<file path="src/rtl/spdif_rate_scanner.sv">
// spdif_rate_scanner
//   Rate-acquisition controller for the S/PDIF receive DAI. It holds the DAI in
//   reset, programs a candidate half-bit period, releases the DAI, and waits
//   for a run of samples whose L/R flag alternates. If that run arrives, the
//   rate is held as locked. Otherwise the watchdog expires, the next of the four
//   candidates is tried, and the scan continues. Losing lock retries the same
//   rate first.
//
// Ports
//   clk, rst           clock, synchronous active-high reset
//   en_i               scan enable; 0 keeps the DAI in reset
//   dai_locked_i       DAI locked_o
//   dai_ack_i          DAI ack_o, one-cycle sample strobe
//   dai_lrck_i         DAI lrck_o, L/R flag of the strobed sample
//   clk_per_halfbit_o  half-bit period to the DAI; only changes while the DAI is in reset
//   dai_rst_o          reset to the DAI
//   rate_idx_o         current candidate index 0..3
//   locked_o           rate acquired
//   lost_o             one-cycle pulse when lock is lost
//   ack_o              dai_ack_i gated by locked_o (combinational)
//   force_i, force_idx_i  only with SPDIF_RATE_SCANNER_FORCE_EN: pin the candidate
//
// Handshake: dai_ack_i is a one-cycle strobe with no backpressure. ack_o
// forwards each strobe in the same cycle, but only while locked_o=1.
//
// Build option: define SPDIF_RATE_SCANNER_FORCE_EN to add the force ports.
module spdif_rate_scanner #(
  parameter int MAX_CLK_PER_HALFBIT_LOG2 = 5,
  parameter int CPH0                     = 8,
  parameter int CPH1                     = 9,
  parameter int CPH2                     = 4,
  parameter int CPH3                     = 16,
  parameter int SETTLE_CYCLES            = 64,
  parameter int TIMEOUT_LOG2             = 16,
  parameter int CONFIRM_SAMPLES          = 8
) (
  input  logic                                clk,
  input  logic                                rst,
`ifdef SPDIF_RATE_SCANNER_FORCE_EN
  input  logic                                force_i,
  input  logic [1:0]                          force_idx_i,
`endif
  input  logic                                en_i,
  input  logic                                dai_locked_i,
  input  logic                                dai_ack_i,
  input  logic                                dai_lrck_i,
  output logic [MAX_CLK_PER_HALFBIT_LOG2-1:0] clk_per_halfbit_o,
  output logic                                dai_rst_o,
  output logic [1:0]                          rate_idx_o,
  output logic                                locked_o,
  output logic                                lost_o,
  output logic                                ack_o
);

  localparam int CW = $clog2(SETTLE_CYCLES + 2);
  localparam logic [CW-1:0] SETTLE_LAST    = CW'(SETTLE_CYCLES - 1);
  localparam logic [7:0]    CONFIRM_TARGET = 8'(CONFIRM_SAMPLES);

  typedef enum logic [1:0] {
    RST_DAI = 2'd0,
    SETTLE  = 2'd1,
    HUNT    = 2'd2,
    LOCKED  = 2'd3
  } state_e;

  state_e                              state_q, state_d;
  logic [CW-1:0]                       cnt_q, cnt_d;
  logic [TIMEOUT_LOG2-1:0]             timer_q, timer_d;
  logic [7:0]                          confirm_q, confirm_d;
  logic                                have_prev_q, have_prev_d;
  logic                                prev_lrck_q, prev_lrck_d;
  logic [1:0]                          rate_idx_q, rate_idx_d;
  logic [MAX_CLK_PER_HALFBIT_LOG2-1:0] cph_q, cph_d;
  logic                                dai_rst_q, dai_rst_d;
  logic                                locked_q, locked_d;
  logic                                lost_q, lost_d;

  logic                                restart;
  logic                                sample_ok;
  logic [7:0]                          confirm_next;

`ifdef SPDIF_RATE_SCANNER_FORCE_EN
  logic                                force_q;
  logic [1:0]                          force_idx_q;
`endif

  function automatic logic [MAX_CLK_PER_HALFBIT_LOG2-1:0] cph_of(input logic [1:0] idx);
    logic [MAX_CLK_PER_HALFBIT_LOG2-1:0] v;
    v = MAX_CLK_PER_HALFBIT_LOG2'(CPH0);
    case (idx)
      2'd0:    v = MAX_CLK_PER_HALFBIT_LOG2'(CPH0);
      2'd1:    v = MAX_CLK_PER_HALFBIT_LOG2'(CPH1);
      2'd2:    v = MAX_CLK_PER_HALFBIT_LOG2'(CPH2);
      default: v = MAX_CLK_PER_HALFBIT_LOG2'(CPH3);
    endcase
    return v;
  endfunction

  always_comb begin
    state_d     = state_q;
    cnt_d       = cnt_q;
    timer_d     = timer_q;
    confirm_d   = confirm_q;
    have_prev_d = have_prev_q;
    prev_lrck_d = prev_lrck_q;
    rate_idx_d  = rate_idx_q;
    lost_d      = 1'b0;
    restart     = 1'b0;

    sample_ok = dai_ack_i && dai_locked_i;
    // A repeated L/R flag breaks the run; that sample becomes the first of a new run.
    confirm_next = (!have_prev_q || (dai_lrck_i != prev_lrck_q)) ? confirm_q + 8'd1 : 8'd1;

    case (state_q)
      RST_DAI: begin
        if (cnt_q == CW'(1)) begin
          state_d = SETTLE;
          cnt_d   = '0;
        end else begin
          cnt_d = cnt_q + CW'(1);
        end
      end
      SETTLE: begin
        timer_d     = '0;
        confirm_d   = '0;
        have_prev_d = 1'b0;
        if (cnt_q == SETTLE_LAST) begin
          state_d = HUNT;
          cnt_d   = '0;
        end else begin
          cnt_d = cnt_q + CW'(1);
        end
      end
      HUNT: begin
        timer_d = timer_q + TIMEOUT_LOG2'(1);
        if (sample_ok) begin
          confirm_d   = confirm_next;
          prev_lrck_d = dai_lrck_i;
          have_prev_d = 1'b1;
        end
        // Completing the confirmation outranks a simultaneous timeout.
        if (sample_ok && (confirm_next == CONFIRM_TARGET)) begin
          state_d = LOCKED;
          timer_d = '0;
        end else if (&timer_q) begin
          rate_idx_d = rate_idx_q + 2'd1;
          restart    = 1'b1;
        end
      end
      default: begin // LOCKED
        if (!dai_locked_i || (&timer_q)) begin
          lost_d  = 1'b1;
          restart = 1'b1;
        end else if (dai_ack_i) begin
          timer_d = '0;
        end else begin
          timer_d = timer_q + TIMEOUT_LOG2'(1);
        end
      end
    endcase

`ifdef SPDIF_RATE_SCANNER_FORCE_EN
    // A pinned candidate overrides the scan advance; a new pin restarts the DAI.
    if (force_i) begin
      rate_idx_d = force_idx_i;
      if (!force_q || (force_idx_i != force_idx_q)) begin
        restart = 1'b1;
        lost_d  = (state_q == LOCKED);
      end
    end
`endif

    if (!en_i) begin
      restart = 1'b1;
      lost_d  = (state_q == LOCKED);
    end

    if (restart) begin
      state_d = RST_DAI;
      cnt_d   = '0;
    end
  end

  // Registered outputs follow the next state so they line up with it.
  // The period is loaded on the same edge that asserts the DAI reset.
  always_comb begin
    dai_rst_d = (state_d == RST_DAI);
    locked_d  = (state_d == LOCKED);
    cph_d     = (state_d == RST_DAI) ? cph_of(rate_idx_d) : cph_q;
  end

  always_ff @(posedge clk) begin
    if (rst) begin
      state_q     <= RST_DAI;
      cnt_q       <= '0;
      timer_q     <= '0;
      confirm_q   <= '0;
      have_prev_q <= 1'b0;
      prev_lrck_q <= 1'b0;
      rate_idx_q  <= 2'd0;
      cph_q       <= MAX_CLK_PER_HALFBIT_LOG2'(CPH0);
      dai_rst_q   <= 1'b1;
      locked_q    <= 1'b0;
      lost_q      <= 1'b0;
    end else begin
      state_q     <= state_d;
      cnt_q       <= cnt_d;
      timer_q     <= timer_d;
      confirm_q   <= confirm_d;
      have_prev_q <= have_prev_d;
      prev_lrck_q <= prev_lrck_d;
      rate_idx_q  <= rate_idx_d;
      cph_q       <= cph_d;
      dai_rst_q   <= dai_rst_d;
      locked_q    <= locked_d;
      lost_q      <= lost_d;
    end
  end

`ifdef SPDIF_RATE_SCANNER_FORCE_EN
  always_ff @(posedge clk) begin
    if (rst) begin
      force_q     <= 1'b0;
      force_idx_q <= 2'd0;
    end else begin
      force_q     <= force_i;
      force_idx_q <= force_idx_i;
    end
  end
`endif

  assign clk_per_halfbit_o = cph_q;
  assign dai_rst_o         = dai_rst_q;
  assign rate_idx_o        = rate_idx_q;
  assign locked_o          = locked_q;
  assign lost_o            = lost_q;
  assign ack_o             = dai_ack_i && locked_q;

endmodule

</file>
<file path="config.mk">
export PLATFORM = sky130hd
export DESIGN_NAME = spdif_rate_scanner
export DESIGN_NICKNAME = d
export VERILOG_FILES = /design/src/rtl/spdif_rate_scanner.sv
export SDC_FILE = /design/constraint.sdc
export NUM_CORES = 1
export LEC_CHECK = 0
export ABC_AREA = 1
export BUFFER_PORTS_ARGS = -buffer_cell sky130_fd_sc_hd__buf_4
export CAP_MARGIN = 20
export CORE_ASPECT_RATIO = 0.5
export CORE_MARGIN = 2
export CORE_UTILIZATION = 54
export DETAILED_ROUTE_END_ITERATION = 8
export PLACE_DENSITY = 0.75
export SETUP_SLACK_MARGIN = 0.2
export SLEW_MARGIN = 10
export SYNTH_ARGS = -nofsm -noshare
export SYNTH_HDL_FRONTEND = slang
export SYNTH_SLANG_ARGS = --single-unit
</file>
<file path="constraint.sdc">
create_clock -name clk -period 1.8 [get_ports clk]
set_clock_uncertainty 0.05 [all_clocks]
set_input_delay 0.36 -clock clk [delete_from_list [all_inputs] [get_ports clk]]
set_output_delay 0.36 -clock clk [all_outputs]
set_load 0.05 [all_outputs]
</file>
==> impl_metrics.tcl, run 1 <==
set metrics [dict create \
    start_kind "flip-flop" \
    io_buffer_count 15 \
    synth_seq_cells 44 \
    first_iter_violations 119 \
    cts_tree "yes" \
    synth_fp_nets 394 \
    ctsHoldBuffers 0 \
    place_ws_ns -0.1526 \
    final_cell_mix "85 x nand2_1, 59 x buf_4, 35 x inv_1, 35 x dfxtp_1, 27 x nor2_1" \
    core_area_um2 4509 \
    maxCapViolations 0 \
    ff2ff_path_depth 12 \
    path_cells "ha_4 > nand3_2 > o21bai_1 > nand3_1 > nand2_2 > nor2_4 > nand2_4 > nand2_4 > a21oi_4 > clkbuf_16 > nand3_2 > a21oi_1" \
    grt_pass1_vias 2435 \
    crit_slowest_cell "dfxtp_2" \
    status "complete, but fails checks" \
    row_count 17 \
    setup_ws_ns -0.1901 \
    diodes 0 \
    fp.dieArea_um2 5395 \
    crit_path_max_fanout 6 \
    antenna_found_initial 0 \
    synth_compound_area_frac 0.09623 \
    critPathBufInv 1 \
    dpl-instance-area_um2 3094 \
    fin_crit_ns 1.990 \
    final_cell_area_um2 3562 \
    min_from "en_i" \
    max_freq_mhz 502.5 \
    finalHoldViolCount 0 \
    yosys.area_share.simple 0.3859 \
    utilization 0.7900 \
    r2r-end "timer_q[11]" \
    dr.pass1.iters 4 \
    wire_per_inst_um 13.68 \
    cpPeakStageDelay_ns 0.37 \
    seq_area_frac_synth 0.3404 \
    die_h_um 52.95 \
    crit_path_end_kind "flip-flop" \
    min_path_cells 4 \
    drive_gt1_frac 0.3634 \
    synth.top_cell.area_share 0.3404 \
    grt_pass1_wl_mm 10.70 \
    start_util 0.5738 \
    syn_area_per_cell_um2 6.827 \
    hp-class "in -> reg" \
    critPathTopFamily "simple AND/OR/NAND/NOR gates" \
    nets 457 \
    cts_root_buf "clkbuf_8" \
    violations "negative setup slack" \
    final_common_cell "nand2_1" \
    die_w_um 101.9 \
    post-place-cells 487 \
    crit_arrival_ns 2.17 \
    vias 2726 \
    syn_to_final_growth_pct 37.67 \
    path_clk_slew_ns 0.09 \
    min_to "lost_o" \
    grt_overflow 0 \
    ant_nets 0 \
    relSlewSlack 0.6212 \
    drc 0 \
    via_per_inst 5.356 \
    cp_data_required_time_ns 1.98 \
    ir_drop_uv 311.8 \
    worst_pin_slew_ns 0.5675 \
    crit_type "reg -> reg" \
    critPathLaunch "confirm_q[0]" \
    synthXorXnorAreaFrac 0.04400 \
    ios 17 \
    setup_viol 31 \
    final.period_utilization 1.106 \
    gp_congestion 0.8525 \
    ys_top_cells_by_area "dfxtp_1 34%, nand2_1 15%, nand3_1 6.6%, a21oi_1 6.2%, inv_1 5.8%" \
    report.final.slew_viol_count 0 \
    yosysWarnings 0 \
    rsz0062_at_grt "yes" \
    htree_levels 2 \
    numClockSinks 44 \
    hold_ws_ns 0.2671 \
    layoutNonFillerInstCount 509 \
    grt_max_degree 26 \
    cts_made_buffers 5 \
    muxShareOfSynthArea 0 \
    syn-cell-area_um2 2587 \
    clk_path_buf_depth 2 \
    synth_cell_types 32 \
    post-dp-hpwl_mm 4.485 \
    p_leak_uw 0.001420 \
    wirelength_mm 6.965 \
    syn_inst 379 \
    yosys.area_share.adder 0.04352 \
    yosys.area.top_type "dfxtp_1" \
    rrSetupSlack_ns -0.19 \
    synth_top_family_by_area "simple AND/OR/NAND/NOR gates" \
    powerDensity_nw_per_um2 546.9 \
    regToRegStartpoint "confirm_q[0]" \
    grt_usage 0.2529 \
    insertion_delay_ns 0.30 \
]
synthesized netlist by cell type (all sizes together):
| library cell | n |
|---|---|
| inv | 42 |
| dfxtp | 44 |
| o21bai | 2 |
| xnor2 | 2 |
| o21ai | 8 |
| clkbuf | 6 |
| conb | 1 |
| nand3 | 37 |
| nand3b | 4 |
| nand2 | 105 |
| nand4 | 17 |
| nor4 | 1 |
| or2 | 1 |
| or4 | 1 |
| a31oi | 1 |
| nor3 | 8 |
| a21oi | 33 |
| buf | 5 |
| xor2 | 11 |
| nor2 | 41 |
| ha | 9 |
cells by family (layout without fill, tap and decap cells):
kind of cell    count (synthesis)  count (layout)
simple gates                  215             215
other cells                     1               1
buf+inv                        53             117
flops                          44              44
fa+ha+maj                       9               9
compound gates                 44              44
xor+xnor                       13              13
routing by layer:
layer	global-route usage	wire length [um]	share of wire
met1	0.3188	3091	0.44
met2	0.4529	3469	0.50
met3	0.05416	320	0.046
met4	0.05111	84	0.012
met5	0	0	0
report_power, final:
| part | switching (uW) | leakage [uW] | internal (uW) |
|---|---|---|---|
| logic | 124 | 0.00101 | 74.5 |
| registers | 6.25 | 0.000360 | 978 |
| clock network | 353 | 0.0000552 | 412 |
worst register-to-register path: cells and delay by family (launching register included):
family / cells / cell delay [ns]
and+or+nand+nor: 7 / 0.62
adders and majority gates: 1 / 0.15
buffers and inverters: 1 / 0.19
DFF: 1 / 0.37
AOI/OAI and AO/OA: 3 / 0.54
final cells by class:
type | count | area [um2]
Clock buffer | 6 | 72.57
Fill cell | 312 | 947.2
Timing Repair Buffer | 67 | 555.5
Tap cell | 66 | 82.58
Multi-Input combinational cell | 282 | 1759
Sequential cell | 44 | 894.6
Clock inverter | 2 | 35.03
Inverter | 42 | 162.7
metrics by stage:
step | setup TNS (ns) | power, uW
floorplan | 0 | 1122
global placement | -1.059 | 1166
detailed placement | -2.642 | 1171
CTS | -1.770 | 1937
global route | -7.866 | 2006
finish | -3.844 | 1948
sequential cells by signal, summed over array words and instances (netlist names), 2 cells and up:
signal / count
timer_q: 16
confirm_q: 8
cnt_q: 7
clk_per_halfbit_o: 4
rate_idx_o: 2
state_q: 2
worst max-delay path by stage:
stage | cells past startpoint | end
finish | 12 | timer_q[11]
global route | 13 | cnt_q[1]
CTS | 13 | cnt_q[3]
detailed placement | 14 | locked_o
global placement | 11 | clk_per_halfbit_o[3]
floorplan | 13 | clk_per_halfbit_o[0]
timing repair:
item | 4_1_cts | 5_1_grt
buffers inserted | 7 | 6
endpoints found under the setup margin | 42 | 43
gates resized for setup | 20 | 49
pin swaps | 8 | 8
gates cloned | 0 | 1
No activity file was read; power rests on OpenSTA's default activity.
==> run 2, diff against run 1 <==
- CORE_ASPECT_RATIO: 0.5 -> 1.1
- CORE_UTILIZATION: 54 -> 55
- PLACE_DENSITY: 0.75 -> 0.73
- clock period: 1.8 -> 2 ns (I/O delays scaled with it)
==> run 2 against run 1 <==
  * The flow now finishes without violations
  * Largest power group unchanged
  * Flip-flop and latch count unchanged
  * Highest routed layer unchanged
  * Power shrank 19%
  * Sequential power is 10% lower
  * Count of clock-buffer cells in the layout is the same
  * Critical path depth up 1
  * Maximum frequency increased by 3.8%
==> impl_metrics.tcl, run 2 (synthesis results as in run 1) <==
set metrics [dict create \
    status "completed" \
    io_buffer_count 15 \
    start_kind "flip-flop" \
    cpPeakStageDelay_ns 0.36 \
    numClockSinks 44 \
    grt_overflow 0 \
    top_regs "timer_q (16), confirm_q (8), cnt_q (7)" \
    setup_viol 0 \
    final_cell_mix "86 x nand2_1, 38 x inv_1, 36 x buf_4, 30 x nand3_1, 30 x dfxtp_1" \
    combPwrFrac 0.103 \
    cts_root_buf "clkbuf_8" \
    p_sw_uw 399.5 \
    drive_gt1_frac 0.3053 \
    relSlewSlack 0.5904 \
    power_uw 1576 \
    hold_ws_ns 0.3128 \
    path_cells "ha_4 > nand2_1 > inv_1 > nand3_1 > nand3_1 > nand2_2 > nor2_4 > nand2_4 > nand4_1 > nand2_1 > inv_2 > nand3_4 > nor2_1" \
    fp.dieArea_um2 5270 \
    die_w_um 69.40 \
    drc 0 \
    syn_to_final_growth_pct 25.87 \
    cts_made_buffers 5 \
    grt_pass1_wl_mm 10.39 \
    core_area_um2 4587 \
    ir_drop_uv 313.5 \
    crit_path_max_fanout 4 \
    clk_path_buf_depth 2 \
    cts_tree "yes" \
    max_freq_mhz 521.6 \
    rsz0062_at_grt "yes" \
    worst_pin_slew_ns 0.6137 \
    crit_arrival_ns 2.10 \
    ant_nets 0 \
    powerDensity_nw_per_um2 483.9 \
    seq_power_share 0.562 \
    gp_congestion 0.8527 \
    crit_slowest_cell "dfxtp_2" \
    die_h_um 75.94 \
    start_util 0.5641 \
    cp_data_required_time_ns 2.18 \
    grt_usage 0.2359 \
    ios 17 \
    grt_pass1_vias 2368 \
    dpl-instance-area_um2 2843 \
    hp-class "in -> reg" \
    crit_path_end_kind "flip-flop" \
    setup_ws_ns 0.08290 \
    p_leak_uw 0.001264 \
    dr.pass1.iters 4 \
    maxCapViolations 0 \
    row_count 26 \
    path_clk_slew_ns 0.08 \
    final_cell_area_um2 3257 \
    final.period_utilization 0.9585 \
    first_iter_violations 162 \
    fin_crit_ns 1.917 \
    wirelength_mm 5.983 \
    final_common_cell "nand2_1" \
    nets 431 \
    finalHoldViolCount 0 \
    max_flop_register "timer_q" \
    clkPwrFrac 0.335 \
    report.final.slew_viol_count 0 \
    place_ws_ns 0.02913 \
    internal_power_uw 1177 \
    wire_per_inst_um 12.68 \
    vias 2561 \
    grt_max_degree 26 \
    crit_type "reg -> reg" \
    htree_levels 2 \
    largest_reg_flops 16 \
    diodes 0 \
    insertion_delay_ns 0.30 \
    post-dp-hpwl_mm 4.117 \
    ctsHoldBuffers 0 \
    antenna_found_initial 0 \
    sw_frac_of_total 0.2535 \
    via_per_inst 5.426 \
]
==> run 2: changes by cell type in the layout (fill, tap and decap cells not counted), sizes merged <==
cell and delta:
buf -25, bufinv -1, clkbuf -1
==> run 2: per-stage QoR <==
step	setup TNS, ns	cells	util
floorplan	0	379	-
global placement	0	455	0.6197
detailed placement	0	455	0.6197
CTS	0	468	0.6658
global route	-0.6780	472	0.7100
finish	0	472	0.7100
==> run 2: area by class of cell <==
cell class                      instances  area (um2)
Sequential cell                        44       900.9
Fill cell                             376        1330
Multi-Input combinational cell        282        1710
Inverter                               42       162.7
Clock buffer                            6       72.57
Clock inverter                          1       5.005
Timing Repair Buffer                   41       335.3
Tap cell                               56       70.07
==> run 2: final timing paths <==
check                              end  slack [ns]  cells after the start                  from
setup / recovery              cnt_q[6]        0.08                     13          confirm_q[1]
hold / removal                  lost_o        0.31                      4                  en_i
setup reg to reg              cnt_q[6]        0.08                     13          confirm_q[1]
hold reg to reg   clk_per_halfbit_o[0]        0.41                      2  clk_per_halfbit_o[0]
==> run 2: worst max-delay path: cells and delay by family, from the launching register on <==
family | cells | cell delay [ns]
adder cells (fa/ha/maj) | 1 | 0.14
buffers and inverters | 2 | 0.22
flip-flops | 1 | 0.36
AND/OR/NAND/NOR | 10 | 1.06
==> run 2: power groups by stage <==
stage          clock, uW  combinational [uW]  sequential, uW
6_report             528                 162             886
5_1_grt              576                 178             887
4_1_cts              544                 148             887
3_5_place_dp           0                 138             907
3_3_place_gp           0                 136             907
2_1_floorplan          0                89.3             915
==> run 2: routing by layer <==
layer | global-route usage | wire length (um) | up-vias
li1 | - | - | 1307
met2 | 0.4115 | 3105 | 39
met5 | 0 | 0 | -
met3 | 0.03590 | 178 | 11
met4 | 0.08235 | 95 | 0
met1 | 0.2938 | 2604 | 1204
==> run 2: timing repair <==
action,4_1_cts,5_1_grt
pin swaps,20,16
buffers inserted,6,4
endpoints found under the setup margin,31,42
gates resized for setup,23,53
